**config.mk**
```make
export PLATFORM = sky130hd
export DESIGN_NAME = debounce_bank
export DESIGN_NICKNAME = d
export VERILOG_FILES = /design/src/rtl/debounce_bank.sv
export SDC_FILE = /design/constraint.sdc
export NUM_CORES = 1
export LEC_CHECK = 0
export ABC_AREA = 1
export BUFFER_PORTS_ARGS = -buffer_cell sky130_fd_sc_hd__buf_2
export CORE_UTILIZATION = 30
export DETAILED_ROUTE_END_ITERATION = 7
export PLACE_DENSITY = 0.46
export SLEW_MARGIN = 0
export SYNTH_ARGS = -nofsm -noshare
export SYNTH_HDL_FRONTEND = slang
export SYNTH_SLANG_ARGS = --single-unit
```
**constraint.sdc**
```tcl
create_clock -name clk -period 2.88 [get_ports clk]
set_clock_uncertainty 0.2 [all_clocks]
set_input_delay 0.288 -clock clk [delete_from_list [all_inputs] [get_ports clk]]
set_output_delay 0.288 -clock clk [all_outputs]
set_load 0.03 [all_outputs]
```
**src/rtl/debounce_bank.sv**
```systemverilog
// N-channel button conditioner: 2-flop sync, integrating debounce, press/release pulses.
// Optional hold-to-repeat pulses are built when DEBOUNCE_BANK_REPEAT_EN is defined.
module debounce_bank #(
    parameter int N          = 4,
    parameter int CNT_W      = 19,
    parameter int REPEAT_DLY = 50_000_000,
    parameter int REPEAT_PER = 10_000_000
) (
    input  logic         clk,
    input  logic         rst,
    input  logic [N-1:0] i_btn,
    output logic [N-1:0] o_state,
    output logic [N-1:0] o_press,
    output logic [N-1:0] o_release,
    output logic [N-1:0] o_repeat,
    output logic         o_any
);

    logic [N-1:0]     sync_0;
    logic [N-1:0]     sync_1;
    logic [CNT_W-1:0] cnt [N];
    logic [N-1:0]     flip;

    // A channel toggles when it has disagreed for a full counter span.
    always_comb begin
        flip = '0;
        for (int i = 0; i < N; i++) begin
            flip[i] = (sync_1[i] != o_state[i]) && (&cnt[i]);
        end
    end

    always_ff @(posedge clk or posedge rst) begin
        if (rst) begin
            sync_0    <= '0;
            sync_1    <= '0;
            o_state   <= '0;
            o_press   <= '0;
            o_release <= '0;
            // NOTE: the counter array is live state, not storage, so it is reset with everything else.
            for (int i = 0; i < N; i++) begin
                cnt[i] <= '0;
            end
        end else begin
            sync_0    <= i_btn;
            sync_1    <= sync_0;
            o_state   <= o_state ^ flip;
            o_press   <= flip & ~o_state;
            o_release <= flip & o_state;
            for (int i = 0; i < N; i++) begin
                if ((sync_1[i] == o_state[i]) || flip[i]) begin
                    cnt[i] <= '0;
                end else begin
                    cnt[i] <= cnt[i] + CNT_W'(1);
                end
            end
        end
    end

`ifdef DEBOUNCE_BANK_REPEAT_EN
    localparam int RW = $clog2(REPEAT_DLY + 1);

    logic [RW-1:0] rpt_cnt [N];

    // The counter is 0 in the press cycle; a pulse lands when it would reach
    // REPEAT_DLY, and the reload keeps later pulses REPEAT_PER apart.
    always_ff @(posedge clk or posedge rst) begin
        if (rst) begin
            o_repeat <= '0;
            for (int i = 0; i < N; i++) begin
                rpt_cnt[i] <= '0;
            end
        end else begin
            for (int i = 0; i < N; i++) begin
                if (!o_state[i] || flip[i]) begin
                    rpt_cnt[i]  <= '0;
                    o_repeat[i] <= 1'b0;
                end else if (rpt_cnt[i] == RW'(REPEAT_DLY - 1)) begin
                    rpt_cnt[i]  <= RW'(REPEAT_DLY - REPEAT_PER);
                    o_repeat[i] <= 1'b1;
                end else begin
                    rpt_cnt[i]  <= rpt_cnt[i] + RW'(1);
                    o_repeat[i] <= 1'b0;
                end
            end
        end
    end
`else
    assign o_repeat = '0;
`endif

    assign o_any = |o_state;

endmodule

```
==> flow_summary.toml, run 1 <==
[logic_synthesis]
synth_area_um2 = 4803
synth_area_leaders = "dfrtp_1 50%, nand2_1 11%, nor2_1 9.8%, xor2_1 5.7%, inv_1 5.1%"
ys_seq_elements = 96
netlist.area_leader.share_pct = 50.01
synth_cell_types = 24
ys_warn_count = 0
synth_edf_count = 0
synth_area_leader_cell = "dfrtp_1"
synth-async-reset-ratio_pct = 100.0
synth.avg_cell_area_um2 = 8.211
synthTopCellsByCount = "136 x nand2_1, 126 x nor2_1, 96 x dfrtp_1, 65 x inv_1, 43 x nand3_1"
synth.most_common_cell = "nand2_1"
seq_area_frac_synth_pct = 50.01
synthCells = 585
synth-main-ff-cell = "dfrtp_1"

[worst_hold_path]
whs_path_depth = 0
hold_end = "sync_1[1]"
holdCritStartpoint = "sync_0[1]"
hold_class = "reg -> reg"

[pwr]
p_clk_share_pct = 44.9
p_int_mw = 2.092
p_seq_share_pct = 51.4
finalPower_mw = 2.688
ir_drop_mv = 0.3057
comb_power_share_pct = 3.6
switching_share_pct = 22.17
power_per_cell_area_nw_per_um2 = 491.1
power_switching_uw = 596.1
leakage_nw = 2.480

[setup_path]
crit_path_cell_trace = "ha_1, nand2_1, nor2_2, nand2_1, inv_2, nand3_2, nand2_4, nor2_1"
crit_path_top_delay_cell = "dfrtp_1"
r2r_slack_ns = 1.06
cp_max_fo = 19
r2r_start = "cnt[57]"
required_ns = 2.90
r2r_end = "cnt[70]"
cp.arrival_ns = 1.84
worst_setup_path_start_kind = "flop"
end_kind = "flop"
path_common_cell = "nand2_1"
crit_type = "reg -> reg"
reg2regPathDepth = 8
critical_path.max_stage_delay_ns = 0.37
critical-path-top-delay-family = "simple AND/OR/NAND/NOR gates"
cp_num_buf_inv = 1

[floorplanning]
pin_count = 23
dieArea_um2 = 16520
die_w_um = 128.5
coreArea_um2 = 15430
rows = 45
start_util_pct = 31.14
die_h_um = 128.5

[clocking]
ctsLongestPathBuffers = 2
clk_latency_ns = 0.35
cts.repair.resized = 0
clkTransAtPathRegs_ns = 0.07
cts-root-buf = "clkbuf_16"
cts_setup_buffers = 0
htreeDepth = 3
clock_sinks = 96
cts_tree = "built"
cts_buffers = 9

[timing]
fin_tns_setup_ns = 0
max_freq_mhz = 548.5
layout_min_cycle_time_ns = 1.823
rsz0062_at_grt = "false"
worst_slew_pin_slew_ns = 0.5499
slew_headroom_pct = 63.26
drv_slew = 0
post-route-period-util_pct = 63.30
hold_viol = 0
setup_viol = 0

[final_layout]
nFillCells = 1626
final_core_util_pct = 35.48
instances_no_fill = 832
area_delta_synth_final_pct = 13.96
final_layout_size_suffix_gt1_share_pct = 10.31
postLayoutCellArea_um2 = 5474
n_antenna_cell = 0
fin_nets = 626

[placement]
post-dp-hpwl_um = 6612
placed_cell_area_um2 = 5125
gp_congestion = 0.7509
place_inst = 811
portBuffers = 18

[global_routing]
antenna_found_initial = 0
grt_overflow_total = 0
grt_pass1_vias = 3602
grt_pass1_wl_um = 16860
grt_usage_pct = 12.95
grt_max_degree = 65

[route]
vias_per_cell = 4.226
drt_iter0_drc = 170
routed_wl_um = 9132
first_pass_iters = 4
drtAntennaViolNets = 0
drc_errors = 0
vias = 3516
wire_per_inst_um = 10.98

[job]
max-cap-violations = 0

[outcome]
status = "finished clean"
[through the flow]
step	setup slack (ns)	hold WS, ns
global placement	1.073	0.1346
finish	1.057	0.1543
CTS	1.022	0.1530
floorplan	1.200	0.1194
global route	0.8474	0.1588
detailed placement	1.037	0.1472
[repair_timing]
item / in CTS / in global routing
endpoints found under the setup margin: 0 / 0
hold buffers: 5 / 0
hold endpoints to repair: 26 / 0
[layer usage]
layer	up-vias	track usage, %	wire, µm
met5	-	0	0
met1	1634	16.71	4548
met4	0	3.391	95
li1	1846	-	-
met3	8	3.867	248
met2	28	21.14	4240
[sequential cells by signal (all words and copies together) (netlist names), named ones only]
name,flops
cnt,76
o_press,4
sync_1,4
sync_0,4
o_release,4
[cells in the final DEF, fill, tap and decap left out, types with 2 or more instances in the layout]
cell,Yosys,routed
conb_1,1,4
nor2_8,2,2
nand2_2,2,2
nand3_1,43,43
clkbuf_16,0,9
inv_2,6,6
buf_2,0,18
nand4_1,8,8
o21bai_1,5,5
o21ai_0,9,9
nor2_4,2,2
nor3_1,8,8
a21oi_1,3,3
dlygate4sd3_1,0,5
nor2_1,126,126
nand2_1,136,136
xor2_1,31,31
clkinvlp_4,0,2
dfrtp_1,96,96
clkinv_2,0,2
nand2_4,4,4
xnor2_1,14,14
ha_1,4,4
nor2_2,8,8
inv_1,65,64
nand3_4,2,2
nand3_2,2,2
[worst reg2reg max path, cell delays in order, from the launching register on]
cell	delay, ns
dfrtp_1	0.37
ha_1	0.19
nand2_1	0.07
nor2_2	0.19
nand2_1	0.17
inv_2	0.10
nand3_2	0.12
nand2_4	0.21
nor2_1	0.08
[cell families after synthesis]
group           share of synthesized area, %
buf+inv                                7.111
flops                                  50.01
simple gates                           31.52
compound gates                         2.032
fa+ha+maj                              1.042
xor+xnor                               8.205
other cells                          0.07807
[power groups by stage]
stage	combinational, mW	sequential, mW	clock [mW]
after CTS	0.102	1.38	1.26
after detailed placement	0.0972	1.41	0
after global routing	0.116	1.38	1.30
after global placement	0.0962	1.41	0
after floorplan	0.0798	1.40	0
final	0.0975	1.38	1.21
[worst max path at each step]
stage / cells past startpoint / end / slack (ns) / from
after floorplan: 9 / cnt[21] / 1.20 / cnt[19]
after global placement: 8 / cnt[18] / 1.07 / cnt[0]
after detailed placement: 8 / cnt[17] / 1.04 / cnt[0]
after CTS: 8 / cnt[74] / 1.02 / cnt[57]
after global routing: 8 / cnt[72] / 0.85 / cnt[57]
final: 8 / cnt[70] / 1.06 / cnt[57]
[area by class of cell]
cell class	instances	area [µm²]	area share, %
clock buffers	11	242.7	4.434
clock inverters	5	56.30	1.029
inverters	71	270.3	4.937
multi-input cells	413	2071	37.83
flip-flops and latches	96	2402	43.89
well taps	211	264.0	4.823
repair buffers	25	167.7	3.063
(Power assumes the default switching activity.)
==> run 2: changes to the inputs <==
--- a/config.mk
+++ b/config.mk
@@ -9,7 +9,7 @@
 export BUFFER_PORTS_ARGS = -buffer_cell sky130_fd_sc_hd__buf_2
 export CORE_UTILIZATION = 30
 export DETAILED_ROUTE_END_ITERATION = 7
-export PLACE_DENSITY = 0.46
+export PLACE_DENSITY = 0.45
 export SLEW_MARGIN = 0
 export SYNTH_ARGS = -nofsm -noshare
 export SYNTH_HDL_FRONTEND = slang
==> constraint.sdc (replaced) <==
create_clock -name clk -period 1.9 [get_ports clk]
set_clock_uncertainty 0.2 [all_clocks]
set_input_delay 0.19 -clock clk [delete_from_list [all_inputs] [get_ports clk]]
set_output_delay 0.19 -clock clk [all_outputs]
set_load 0.03 [all_outputs]
==> run 2 against run 1 <==
Net effect: worst setup slack got worse by 0.89 ns; non-clock buffer count rose by 2; total power increased by 47%; clock power up 40%; fmax rose by 4.9%; clock-buffer cell count increased by 2.
==> flow_summary.toml, run 2 (synthesized netlist as in run 1, its figures left out) <==
[clocking]
cts_setup_buffers = 0
cts_tree = "built"
htreeDepth = 3
ctsLongestPathBuffers = 2
cts-root-buf = "clkbuf_16"
cts_buffers = 9
clock_sinks = 96
clkTransAtPathRegs_ns = 0.06
clk_latency_ns = 0.35

[floorplanning]
dieArea_um2 = 16520
coreArea_um2 = 15430
pin_count = 23
rows = 45
die_w_um = 128.5
start_util_pct = 31.14
die_h_um = 128.5

[setup_path]
endpoint = "cnt[15]"
cp.arrival_ns = 1.77
r2r_end = "cnt[15]"
end_kind = "flop"
crit_type = "reg -> reg"
cp-startpoint = "cnt[0]"
r2r_slack_ns = 0.16
crit_path_top_delay_cell = "dfrtp_1"
r2r_start = "cnt[0]"
reg2regPathDepth = 8
worst_setup_path_start_kind = "flop"
required_ns = 1.93
cp_max_fo = 19
crit_path_cell_trace = "ha_1, nand2_1, nor2_4, nand2_2, nor2_8, nand3_4, nand2_8, nor2_1"
critical_path.max_stage_delay_ns = 0.39

[route]
wire_per_inst_um = 10.86
drtAntennaViolNets = 0
drc_errors = 0
first_pass_iters = 4
drt_iter0_drc = 171
routed_wl_um = 9045
vias = 3546
vias_per_cell = 4.257

[pwr]
finalPower_mw = 3.941
leakage_nw = 2.485
power_per_cell_area_nw_per_um2 = 717.5
ir_drop_mv = 0.4590

[final_layout]
n_antenna_cell = 0
final_cell_mix = "136 x nand2_1, 126 x nor2_1, 96 x dfrtp_1"
nFillCells = 1648
final_layout_size_suffix_gt1_share_pct = 10.13
fin_nets = 628
largest_reg_flops = 76
area_delta_synth_final_pct = 14.35
final_common_cell = "nand2_1"
regMostFlops = "cnt"

[outcome]
status = "finished clean"

[timing]
post-route-period-util_pct = 91.46
rsz0062_at_grt = "false"
setup_viol = 0
max_freq_mhz = 575.5
fin_tns_setup_ns = 0
drv_slew = 0
hold_viol = 0
layout_min_cycle_time_ns = 1.738

[global_routing]
grt_pass1_vias = 3598
grt_pass1_wl_um = 16420
grt_usage_pct = 12.63
grt_max_degree = 48
grt_overflow_total = 0
antenna_found_initial = 0

[worst_hold_path]
hold_class = "reg -> reg"

[placement]
portBuffers = 18
post-dp-hpwl_um = 6449
gp_congestion = 0.7519

[job]
max-cap-violations = 0
[run 2: routing by layer]
layer	track usage [%]	wire, µm	up-vias
met1	15.92	4508	1664
li1	-	-	1847
met4	4.152	124	0
met2	20.89	4170	25
met5	0	0	-
met3	3.534	242	10
[run 2: where the power goes]
part / leakage [nW] / switching [mW] / total, mW / internal [mW]
combinational: 1.04 / 0.109 / 0.159 / 0.0498
sequential: 1.31 / 0.0231 / 2.10 / 2.07
clock: 0.130 / 0.766 / 1.69 / 0.921
[run 2: cell type report]
| type | count | area, µm² | share of cell area, % |
|---|---|---|---|
| clock buffers | 13 | 250.2 | 4.556 |
| well taps | 211 | 264.0 | 4.806 |
| flip-flops and latches | 96 | 2402 | 43.74 |
| clock inverters | 2 | 13.76 | 0.2506 |
| multi-input cells | 413 | 2097 | 38.18 |
| inverters | 71 | 270.3 | 4.920 |
| repair buffers | 27 | 195.2 | 3.554 |
[run 2: critical path: cells and delay by family, from the launching register on]
family	cells	cell delay, ns
flip-flops	1	0.39
adder cells (fa/ha/maj)	1	0.20
AND/OR/NAND/NOR	7	0.84
[run 2: how the worst min path moves through the flow]
stage,start,endpoint,slack [ns],cells past startpoint
after floorplan,i_btn[0],sync_0[0],0.02,0
after global placement,rst,asynchronous set/reset pin,-0.02,2
after detailed placement,rst,o_press[0],-0.02,2
after CTS,rst,asynchronous set/reset pin,0.15,3
after global routing,sync_0[3],sync_1[3],0.16,0
final,sync_0[3],sync_1[3],0.15,0
[run 2: repair_timing]
action / CTS / global route
resized for setup: 0 / 3
endpoints found under the setup margin: 0 / 39
hold buffers: 5 / 0
endpoints found under the hold margin: 100 / 0
[run 2: per-stage QoR]
stage	instances	utilization, %	setup WS [ns]	hold slack, ns	instance area, µm²
final	833	35.60	0.1623	0.1475	5493
after global routing	833	35.60	0.002606	0.1618	5493
after CTS	833	35.43	0.07942	0.1474	5466
after detailed placement	813	33.40	0.08990	-0.01874	5152
after global placement	813	33.40	0.1301	-0.02486	5152
after floorplan	588	-	0.2201	0.02143	4818
==> run 3: changes to the inputs <==
--- a/config.mk
+++ b/config.mk
@@ -5,11 +5,10 @@
 export SDC_FILE = /design/constraint.sdc
 export NUM_CORES = 1
 export LEC_CHECK = 0
-export ABC_AREA = 1
 export BUFFER_PORTS_ARGS = -buffer_cell sky130_fd_sc_hd__buf_2
-export CORE_UTILIZATION = 30
+export CORE_UTILIZATION = 42
 export DETAILED_ROUTE_END_ITERATION = 7
-export PLACE_DENSITY = 0.45
+export PLACE_DENSITY = 0.58
 export SLEW_MARGIN = 0
 export SYNTH_ARGS = -nofsm -noshare
 export SYNTH_HDL_FRONTEND = slang
==> run 3 against run 2 <==
Net effect: the run now ends with setup timing left; die area down 33%; register-to-register slack worse by 0.42 ns; clock-buffer cell count down 2; area after synthesis down 7.1%; flip-flop and latch count unchanged; via count down 4.6%; total power down 3.1%; core utilization up 21 points; sequential power about the same; wire length down 2.8%; global-route usage up 5.1 points; largest power group unchanged.
==> flow_summary.toml, run 3 <==
[outcome]
status = "finished with violations"
violations = "setup timing"

[pwr]
p_clk_share_pct = 39.6
ir_drop_mv = 0.4257
power_switching_uw = 843.8
leakage_nw = 2.527
p_int_mw = 2.973
power_per_cell_area_nw_per_um2 = 650.2
p_seq_share_pct = 54.8
comb_power_share_pct = 5.6
finalPower_mw = 3.817
switching_share_pct = 22.11

[logic_synthesis]
synthCells = 423
ys_seq_elements = 96
synth_area_leader_cell = "dfrtp_1"
synth_area_um2 = 4461
synth-main-ff-cell = "dfrtp_1"
synth-async-reset-ratio_pct = 100.0
synth.avg_cell_area_um2 = 10.54
netlist.area_leader.share_pct = 53.86
ys_warn_count = 0
synth.most_common_cell = "dfrtp_1"
synth_area_leaders = "dfrtp_1 54%, xnor2_1 6.9%, nor2_1 5.4%, xor2_1 4.9%, nand4_1 2.8%"
synthTopCellsByCount = "96 x dfrtp_1, 64 x nor2_1, 35 x xnor2_1, 25 x xor2_1, 24 x nand3_1"
seq_area_frac_synth_pct = 53.86
synth_edf_count = 0
synth_cell_types = 43

[timing]
max_freq_mhz = 463.1
post-route-period-util_pct = 113.7
rsz0062_at_grt = "true"
hold_viol = 0
layout_min_cycle_time_ns = 2.159
fin_tns_setup_ns = -3.654
drv_slew = 0
fin_ws_ns = -0.2594
setup_viol = 24

[clocking]
cts-root-buf = "clkbuf_8"
htreeDepth = 3
clkTransAtPathRegs_ns = 0.09
cts_buffers = 9
clock_sinks = 96
cts_tree = "built"
clk_latency_ns = 0.36
ctsLongestPathBuffers = 2

[route]
wire_per_inst_um = 12.99
first_pass_iters = 4
drtAntennaViolNets = 0
vias = 3383
vias_per_cell = 4.997
wl_met2_um = 4134
drt_iter0_drc = 108
drc_errors = 0
top_layer_used = "met4"
routed_wl_um = 8795
wl_met1_um = 4325
met3_length_um = 186

[setup_path]
crit_path_cell_trace = "ha_2, nand4_1, or4_4, or3_4, mux2_4"
end_kind = "flop"
worst_setup_path_start_kind = "flop"
required_ns = 1.95
crit_type = "reg -> reg"
critical_path.max_stage_delay_ns = 0.50
cp.arrival_ns = 2.21
critical-path-top-delay-family = "simple AND/OR/NAND/NOR gates"
crit_path_top_delay_cell = "or4_4"
cp_max_fo = 3
cp_num_buf_inv = 0

[floorplanning]
start_util_pct = 43.21
coreArea_um2 = 10320
die_w_um = 105.1
dieArea_um2 = 11040
die_h_um = 105.1
rows = 37
pin_count = 23

[final_layout]
n_antenna_cell = 0
final_cell_mix = "95 x dfrtp_1, 80 x buf_4, 46 x nor2_1"
instances_no_fill = 677
fin_nets = 546
final_core_util_pct = 56.87
regMostFlops = "cnt"
final_common_cell = "dfrtp_1"
largest_reg_flops = 76
final_layout_size_suffix_gt1_share_pct = 33.27
area_delta_synth_final_pct = 31.61

[global_routing]
grt_usage_pct = 17.69
grt_overflow_total = 0
grt_pass1_wl_um = 15580
grt_pass1_vias = 3437
grt_max_degree = 33
antenna_found_initial = 0

[placement]
portBuffers = 18
gp_congestion = 0.7774
post-dp-hpwl_um = 6245
post-place-ws_ns = -0.2642
place_inst = 645

[job]
max-cap-violations = 0

[worst_hold_path]
hold_class = "reg -> reg"
[run 3: cell count changes in the layout (fill, tap and decap cells not counted), sizes merged, moves of 7 or more]
cell / delta
a21oi: +7
and4: +9
buf: +86
inv: -62
nand2: -123
nand3: -23
nand4: +14
nor2: -74
nor3b: +8
nor4: +11
or3: +12
xnor2: +21
[run 3: worst register-to-register path: cells and delay by family (launching register included)]
family / cells / cell delay [ns]
muxes: 1 / 0.30
and+or+nand+nor: 3 / 1.01
adders and majority gates: 1 / 0.18
DFF: 1 / 0.37
[run 3: worst paths after layout]
kind                           start         end  slack, ns  depth (start not counted)
max                           cnt[0]        flop      -0.26                          5
min reg2reg                sync_0[0]   sync_1[0]       0.15                          0
min in group asynchronous        rst   sync_1[1]       0.19                          3
max reg2reg                   cnt[0]        flop      -0.26                          5
min                        sync_0[0]   sync_1[0]       0.15                          0
max in group asynchronous        rst  o_press[2]       0.82                          4
[run 3: timing repair]
item | CTS | global route
setup endpoints to repair | 36 | 52
pin swaps | 19 | 8
hold buffers | 5 | 0
endpoints found under the hold margin | 74 | 0
gates resized for setup | 20 | 27
setup buffers | 9 | 3
[run 3: cell type report]
cell class,count,area [µm²]
tap,136,170.2
multi-input combinational,306,2137
clock buffer,11,151.4
fill,897,4453
sequential,96,2404
timing repair buffer,113,888.4
clock inverter,5,78.83
inverter,10,41.29
[run 3: routing by layer]
metal	up-vias	track usage (%)
li1	1704	-
met1	1630	23.86
met2	36	28.05
met3	13	3.244
met4	0	7.445
met5	-	0
[run 3: logic make-up after synthesis]
group / count (synthesis) / synth area share, %
AO/OA/AOI/OAI: 29 / 3.787
XOR/XNOR: 60 / 11.78
adder cells (fa/ha/maj): 4 / 1.122
buffers and inverters: 24 / 2.693
flip-flops: 96 / 53.86
multiplexers: 7 / 1.851
other: 1 / 0.08407
AND/OR/NAND/NOR: 202 / 24.83
[run 3: power groups by stage]
stage / combinational [mW] / sequential, mW / clock, mW
floorplan: 0.114 / 2.13 / 0
global placement: 0.190 / 2.13 / 0
detailed placement: 0.192 / 2.13 / 0
CTS: 0.210 / 2.09 / 1.56
global route: 0.243 / 2.10 / 1.63
finish: 0.214 / 2.09 / 1.51
[run 3: metrics by stage]
step                      hold WS (ns)  instance area (µm²)
final                           0.1536                 5871
after floorplan                0.02143                 4559
after global placement         0.03093                 5334
after global routing            0.1670                 5871
after detailed placement       0.04283                 5334
after CTS                       0.1564                 5756
